[src/rtl/ps2_host_tx.sv]
// PS/2 host-to-device transmitter: inhibits the bus, requests to send, then shifts
// one byte plus odd parity out on device clock falls and checks the device ACK.
module ps2_host_tx #(
  parameter int INHIBIT_CYCLES = 5000,
  parameter int TIMEOUT_CYCLES = 750000,
  parameter int FILTER_LEN     = 4
) (
  input  logic       clk,
  input  logic       reset,
  input  logic [7:0] tx_data,
  input  logic       tx_valid,
  output logic       tx_ready,
  input  logic       ps2_clk_in,
  input  logic       ps2_data_in,
  output logic       ps2_clk_oe,
  output logic       ps2_data_oe,
  output logic       busy,
  output logic       done,
  output logic       ack_err,
  output logic       timeout_err
);

  localparam int CNT_MAX = (INHIBIT_CYCLES > TIMEOUT_CYCLES) ? INHIBIT_CYCLES : TIMEOUT_CYCLES;
  localparam int CW      = $clog2(CNT_MAX + 1);
  localparam int HW      = FILTER_LEN - 1;
  localparam logic [CW-1:0] INH_LAST = CW'(INHIBIT_CYCLES - 1);
  localparam logic [CW-1:0] TO_LAST  = CW'(TIMEOUT_CYCLES - 1);

  typedef enum logic [2:0] {IDLE, INHIBIT, RTS, DATA, PARITY, STOP, WAIT_IDLE} state_t;

  // index 0 = clock line, index 1 = data line
  logic [1:0]         sync1, sync2, filt, filt_n;
  logic [1:0][HW-1:0] hist;
  logic               fall;
  logic               clk_f, dat_f;

  assign clk_f = filt[0];
  assign dat_f = filt[1];

  always_comb begin
    filt_n = filt;
    for (int unsigned i = 0; i < 2; i++) begin
      if (sync2[i] && hist[i] == '1)
        filt_n[i] = 1'b1;
      else if (!sync2[i] && hist[i] == '0)
        filt_n[i] = 1'b0;
    end
  end

  always_ff @(posedge clk or posedge reset) begin
    if (reset) begin
      sync1 <= '1;
      sync2 <= '1;
      hist  <= '1;
      filt  <= '1;
      fall  <= 1'b0;
    end else begin
      sync1 <= {ps2_data_in, ps2_clk_in};
      sync2 <= sync1;
      for (int unsigned i = 0; i < 2; i++)
        hist[i] <= (hist[i] << 1) | HW'(sync2[i]);
      filt <= filt_n;
      fall <= filt[0] & ~filt_n[0];
    end
  end

  state_t        state, state_n;
  logic [CW-1:0] cnt, cnt_n, cnt_inc;
  logic [3:0]    idx, idx_n;
  logic [7:0]    shreg;
  logic          par, nak, nak_n, accept;
  logic          clk_oe_n, data_oe_n, done_n, ack_err_n, to_n, ready_n, busy_n;

  always_comb begin
    state_n   = state;
    cnt_n     = cnt;
    idx_n     = idx;
    nak_n     = nak;
    clk_oe_n  = 1'b0;
    data_oe_n = ps2_data_oe;
    done_n    = 1'b0;
    ack_err_n = 1'b0;
    to_n      = 1'b0;
    accept    = tx_valid && tx_ready;
    cnt_inc   = cnt + CW'(1);
    case (state)
      IDLE: begin
        data_oe_n = 1'b0;
        if (accept) begin
          state_n   = INHIBIT;
          cnt_n     = '0;
          nak_n     = 1'b0;
          clk_oe_n  = 1'b1;
          data_oe_n = (INHIBIT_CYCLES == 1);
        end
      end
      INHIBIT: begin
        if (cnt == INH_LAST) begin
          state_n   = RTS;
          cnt_n     = '0;
          data_oe_n = 1'b1;
        end else begin
          cnt_n     = cnt_inc;
          clk_oe_n  = 1'b1;
          data_oe_n = (cnt_inc == INH_LAST);
        end
      end
      default: begin
        cnt_n = fall ? '0 : cnt_inc;
        case (state)
          RTS: if (fall) begin
            data_oe_n = ~shreg[0];
            idx_n     = 4'd1;
            state_n   = DATA;
          end
          DATA: if (fall) begin
            if (idx == 4'd8) begin
              data_oe_n = ~par;
              state_n   = PARITY;
            end else begin
              data_oe_n = ~shreg[idx[2:0]];
              idx_n     = idx + 4'd1;
            end
          end
          PARITY: if (fall) begin
            data_oe_n = 1'b0;
            state_n   = STOP;
          end
          STOP: if (fall) begin
            nak_n   = dat_f;
            state_n = WAIT_IDLE;
          end
          WAIT_IDLE: if (clk_f && dat_f) begin
            done_n    = 1'b1;
            ack_err_n = nak;
            state_n   = IDLE;
            cnt_n     = '0;
          end
          default: state_n = IDLE;
        endcase
        if (!fall && state_n != IDLE && cnt == TO_LAST) begin
          state_n   = IDLE;
          data_oe_n = 1'b0;
          to_n      = 1'b1;
          cnt_n     = '0;
        end
      end
    endcase
    // tx_ready is held off during the done/timeout pulse cycle so it rises one cycle later
    ready_n = (state_n == IDLE) && !done_n && !to_n;
    busy_n  = (state_n != IDLE);
  end

  always_ff @(posedge clk or posedge reset) begin
    if (reset) begin
      state       <= IDLE;
      cnt         <= '0;
      idx         <= '0;
      nak         <= 1'b0;
      shreg       <= '0;
      par         <= 1'b0;
      tx_ready    <= 1'b0;
      busy        <= 1'b0;
      ps2_clk_oe  <= 1'b0;
      ps2_data_oe <= 1'b0;
      done        <= 1'b0;
      ack_err     <= 1'b0;
      timeout_err <= 1'b0;
    end else begin
      state       <= state_n;
      cnt         <= cnt_n;
      idx         <= idx_n;
      nak         <= nak_n;
      if (accept) begin
        shreg <= tx_data;
        par   <= ~^tx_data;
      end
      tx_ready    <= ready_n;
      busy        <= busy_n;
      ps2_clk_oe  <= clk_oe_n;
      ps2_data_oe <= data_oe_n;
      done        <= done_n;
      ack_err     <= ack_err_n;
      timeout_err <= to_n;
    end
  end

endmodule
[config.mk]
export PLATFORM = sky130hd
export DESIGN_NAME = ps2_host_tx
export DESIGN_NICKNAME = d
export VERILOG_FILES = /design/src/rtl/ps2_host_tx.sv
export SDC_FILE = /design/constraint.sdc
export NUM_CORES = 1
export LEC_CHECK = 0
export ABC_AREA = 1
export CAP_MARGIN = 20
export CORE_MARGIN = 5
export CORE_UTILIZATION = 25
export DETAILED_ROUTE_END_ITERATION = 8
export MAX_ROUTING_LAYER = met4
export PLACE_DENSITY_LB_ADDON = 0.25
export SLEW_MARGIN = 20
export SYNTH_ARGS = -nofsm -noshare
export SYNTH_HDL_FRONTEND = slang
export SYNTH_SLANG_ARGS = --single-unit
[constraint.sdc]
create_clock -name clk -period 2.34 [get_ports clk]
set_input_delay 0.351 -clock clk [delete_from_list [all_inputs] [get_ports clk]]
set_output_delay 0.351 -clock clk [all_outputs]
set_load 0.02 [all_outputs]
; Yosys cells after proc, flatten, opt, wreduce, memory -nomap -nowiden
; Cells that the tools add are included.
[op_classes]
n_lt_le_gt_ge = 1
bitwise_logic = 9
n_reduce_logical = 31
add_sub_neg = 2
eq_ne = 19
mux = 52
[ops]
columns = op, n
row1 = $mux W20, 6
row2 = $eq A20 B13 Y1 const B, 2
row3 = $pmux W20 S2, 1
row4 = $mux W3, 10
row5 = $mux W1, 24
row6 = $add A20 B1 Y20 const B, 1
row7 = $eq A20 B20 Y1 const B, 1
row8 = $eq A3 B3 Y1 const B, 5
row9 = $ne A5 B5 Y1 const B, 3
row10 = $pmux W3 S5, 1
row11 = $logic_not A3 Y1, 4
row12 = $mux W4, 3
row13 = $logic_and A1 B1 Y1, 10
row14 = $ne A2 B2 Y1 const B, 4
row15 = $pmux W4 S2, 1
row16 = $reduce_and A4 Y1, 2
row17 = $reduce_bool A2 Y1, 4
row18 = $reduce_xnor A8 Y1, 1
row19 = $eq A3 B2 Y1 const B, 2
row20 = $not A1 Y1, 6
row21 = $or A3 B1 Y3, 2
row22 = $pmux W1 S2, 3
row23 = $pmux W3 S2, 1
row24 = $reduce_bool A3 Y1, 2
row25 = 11 further kinds, 15
[word_totals]
reg_bits = 57
elab_cells = 134

; Longest topological paths before layout
[logic_depth]
word_depth = 13
mapped_depth = 16
ltp_nobuf = 16

; Worst setup path after synthesis
; OpenSTA, ideal clock, no wires.
[synth_path]
path_type = register to register
start = reg idx[0]
end = reg busy
required_ps = 2216
stages_incl_launch_ff = 13
arrival_time_ps = 1735
setup_time_ps = 124
slack_ps = 481
synth_period_minus_slack_ps = 1859
path_cell_list = dfrtp_1 -> inv_1 -> ha_1 -> nand2_1 -> nor2_1 -> nand2_2 -> nor2_2 -> nor2_1 -> nand3_2 -> nand3_4 -> o21ai_1 -> nand3_1 -> or2_1
[synth_between]
elab_chain_cells = 11
[synth_lines]
columns = element, line
row1 = start: declaration, 69  ; logic [3:0] idx, idx_n;
row2 = start signal: assignment, 172  ; idx <= idx_n;
row3 = $eq A4 B4 Y1 *, 117  ; if (idx == 4'd8) begin
row4 = $mux W3 *, 117
row5 = $mux W3 *, 116  ; DATA: if (fall) begin
row6 = $pmux W3 S5 *, 110  ; case (state)
row7 = $mux W3 *, 86  ; case (state)
row8 = $reduce_bool A3 Y1, 141  ; if (!fall && state_n != IDLE && cnt == TO_LAST) begin
row9 = $logic_and A1 B1 Y1 (2 in a row), 141
row10 = $mux W3 *, 141
row11 = $pmux W3 S2 *, 86
row12 = $reduce_bool A3 Y1 *, 151  ; busy_n = (state_n != IDLE);
row13 = named net busy_n, 72  ; logic clk_oe_n, data_oe_n, done_n, ack_err_n, to_n, ready_n, busy_n;
row14 = end signal: assignment, 179  ; busy <= busy_n;
row15 = end: declaration, 17  ; output logic busy,
; The timed path passes the listed nets; every way through them passes the cells marked *. The select of a mux whose other input is x is not followed.
; A chain may end at the register's enable or synchronous reset.

; Final worst setup path
[layout_path]
start = reg cnt[1]
end = reg ps2_data_oe
[layout_between]
elab_chain_cells = 4
[layout_lines]
columns = element, line
row1 = start: declaration, 68  ; logic [CW-1:0] cnt, cnt_n, cnt_inc;
row2 = start signal: assignment, 171  ; cnt <= cnt_n;
row3 = $add A20 B1 Y20 / $eq A20 B20 Y1 (equally long branches), "85, 141"
row4 = $eq A20 B13 Y1 / $logic_and A1 B1 Y1 (equally long branches), "105, 141"
row5 = "$mux W1, or another cell as far along", 98  ; if (cnt == INH_LAST) begin
row6 = $pmux W1 S2 / $reduce_and A4 Y1 (equally long branches), n/a
row7 = end signal: assignment, 181  ; ps2_data_oe <= data_oe_n;
row8 = end: declaration, 16  ; output logic ps2_data_oe,
; Several ways; a longest one is shown, not always the timed one.

==> summary.md <==
| Metric | Value |
|---|---|
| Root buffer cell | clkbuf_16 |
| Distinct cells, synth | 32 |
| Number of global-route vias before repair | 3,469 |
| CP max stage delay | 0.41 ns |
| CTS tree | done |
| Outcome | finished clean |
| Dpl hpwl | 7740 µm |
| # Max-Cap Violations | 0 |
| Slew at the pin closest to its max-slew limit | 0.510 ns |
| Via count | 3,459 |
| Leading area contributor after synthesis | dfrtp_1 |
| Footprint of the multi-input gates | 1850 µm² |
| Overall Global Routing Usage | 13.8% |
| R2R Setup Slk | 0.23 ns |
| DRT Wirelength | 10,500 µm |
| Arrival @ worst endpoint | 2.38 ns |
| Setup TNS | 0 ns |
| Total Die Area | 16,700 µm² |
| Starting Density | 25.5% |
| Util after Layout | 31.0% |
| First-pass GRT wire length | 17,600 µm |
| Max FO, Critical Path | 7 |
| Top cell by count, worst path | nand2_1 |
| # setup viols final | 0 |
| DR WL/cell | 14.8 µm |
| Worst-case clock buffer depth | 2 |
| Final hold vios | 0 |
| Die height | 129 µm |
| Grt total ovfl | 0 |
| CORE AREA | 13,900 µm² |
| Post-synthesis net count | 508 |
| Die width | 129 µm |
| Max transition margin | 65.9% |
| Minimum clock period | 2.11 ns |
| Leak | 1.91 nW |
| Vias per Instance | 4.90 |
| Htree depth | 3 |
| Nets | 538 |
| DR pass1 iterations | 5 |
| FF-to-FF End | ps2_data_oe$_DFFE_PP0P_ |
| Crit path buf inv count | 0 |
| Share of the synthesized area in the top cell type | 31.8% |
| Worst path cell trace | ha_1 -> nand2_2 -> nor2_1 -> nand2_1 -> nor2_1 -> xor2_1 -> nand2_1 -> nor2_1 -> nand2_1 -> nand2_1 -> nand2_1 -> nand2_1 |
| Post-Layout Cell Count | 706 |
| Hold Path Class | reg -> reg |
| Data required, critical path | 2.61 ns |
| Hold_ws | 0.355 ns |
| Crit path max-delay cell type | dfrtp_1 |
| Worst VDD drop | 0.261 mV |
| CTS buffer count | 9 |
| Row count | 43 |
| Final period utilization | 90.1% |
| Top post-synthesis cells by area | dfrtp_1, nand2_1, dfstp_2, nand3_1, nor2_1 |
| Synth Register Bits | 57 |
| I/O Buffers | 19 |
| Worst Hold Path Cells | 0 |
| Initial DRC count | 291 |
| R2R depth | 12 |
| Post-Syn Area per Cell | 7.22 µm² |
| Fmax | 0.474 GHz |
| Area Overhead vs Synth | 21.4% |
| Seq/Total Area, Yosys | 40.7% |
| Cells after synthesis | 491 |
| Clock sinks | 57 |
| Ports | 20 |
| Area taken by flip-flops and latches | 1440 µm² |
| Design Area, Final | 4300 µm² |
| Pwr/cell area | 579 nW/µm² |
| Antenna violations before repair | 0 |
| Clock Latency Late Sink | 0.33 ns |
| Gpl congestion | 0.940 |
| Cell count after placement | 690 |
| Final Max Slew Viols | 0 |
| Share of cells above drive strength 1 | 12.0% |
| ANT cells | 0 |
| Worst setup SP type | flip-flop |
| Clk_skew | 0.00531 ns |
| Worst min-delay path startpoint | sync1[1]$_DFF_PP1_ |
| Crit-path leading delay family | simple AND/OR/NAND/NOR gates |
| Yosys warning count | 0 |
| Largest net degree at the start of global routing | 26 |
| DRC viols | 0 |
| CTS Hold Bufs | 0 |
| CP endpoint kind | flip-flop |
| Clk slew on worst S/H paths | 0.06 ns |
| Crit path kind | reg -> reg |
| Placed cell area | 4000 µm² |
| Final antenna-violating net count | 0 |
| Fill count | 1,511 |
| Worst flop-to-flop path startpoint | cnt[1]$_DFFE_PP0P_ |
| RSZ-0062 raised after global routing | no |
| Worst hold path endpoint | sync2[1]$_DFF_PP1_ |
| Syn Std Cell Area | 3540 µm² |
==> registers in the layout, summed over array words and instances (netlist names), 2 cells and up <==
register and flops:
cnt 20, shreg 8, hist 6, idx 4
state 3, filt 2, sync1 2, sync2 2
==> cell usage in the layout, fill, tap and decap left out, types with 3 or more instances in the layout <==
| cell | instances |
|---|---|
| inv_1 | 45 |
| dfrtp_1 | 45 |
| nand2_2 | 5 |
| xnor2_1 | 6 |
| ha_1 | 4 |
| nor4_1 | 4 |
| o211ai_1 | 7 |
| or2_2 | 3 |
| dfstp_2 | 12 |
| buf_4 | 14 |
| nand4_1 | 18 |
| nand3_1 | 58 |
| xor2_1 | 6 |
| o2111ai_1 | 16 |
| nor3_1 | 7 |
| clkbuf_16 | 9 |
| o21ai_0 | 10 |
| nand3b_1 | 4 |
| inv_2 | 4 |
| nor2_1 | 58 |
| clkdlybuf4s50_1 | 19 |
| a21oi_1 | 5 |
| nand2_1 | 142 |
| nor2_2 | 5 |
==> stage by stage <==
step	setup WS (ns)	power, mW
2_1_floorplan	0.481	1.11
3_3_place_gp	0.227	1.16
3_5_place_dp	0.204	1.16
4_1_cts	0.197	2.53
5_1_grt	0.00174	2.58
6_report	0.231	2.49
==> synthesized netlist by cell type, drive strengths merged <==
library cell	instances
dfstp	12
clkinv	2
nand3b	4
a32o	1
o2111ai	16
inv	49
or2	4
buf	4
o22ai	1
clkbuf	10
nand2	147
nand4	18
nand3	61
nor2	64
o21ai	12
o221ai	2
xor2	6
o211ai	7
ha	4
dfrtp	45
nor3	7
a21oi	5
xnor2	6
nor4	4
==> cells by family (layout without fill, tap and decap cells) <==
family,Yosys count,after routing,synth area share (%)
flip-flops,57,57,40.7
AO/OA/AOI/OAI,44,44,8.79
buffers and inverters,65,100,7.31
XOR/XNOR,12,12,2.97
adder cells (fa/ha/maj),4,4,1.41
AND/OR/NAND/NOR,309,309,38.9
==> cell type report <==
class	count	share of cell area, %
multi-input combinational	369	42.9
sequential	57	33.5
timing repair buffer	33	6.86
clock buffer	9	5.23
tap	180	5.23
inverter	51	4.45
clock inverter	7	1.80
==> power by group <==
part           switching (mW)  total, mW  internal [mW]
Combinational          0.0727      0.118         0.0450
Clock                   0.514       1.35          0.832
Sequential             0.0116       1.03           1.01
==> worst max path at each step <==
stage	cells past startpoint	to	slack [ns]	from
4_1_cts	12	busy$_DFF_PP0_	0.20	idx[0]$_DFFE_PP0P_
3_3_place_gp	12	tx_ready$_DFF_PP0_	0.23	idx[0]$_DFFE_PP0P_
2_1_floorplan	12	busy$_DFF_PP0_	0.48	idx[0]$_DFFE_PP0P_
3_5_place_dp	12	busy$_DFF_PP0_	0.20	idx[0]$_DFFE_PP0P_
5_1_grt	12	ps2_data_oe$_DFFE_PP0P_	0.002	cnt[1]$_DFFE_PP0P_
6_report	12	ps2_data_oe$_DFFE_PP0P_	0.23	cnt[1]$_DFFE_PP0P_
==> routing by layer <==
layer  GRT usage (%)  wire length [µm]
met1            18.6              5160
met2            21.0              4700
met3            2.14               450
met4            5.06               158
met5               -                 0
==> repair_timing <==
action	4_1_cts	5_1_grt
setup endpoints to repair	0	10
buffers inserted	0	0
gates resized for setup	0	2
Power figures use the tool's default switching activity.
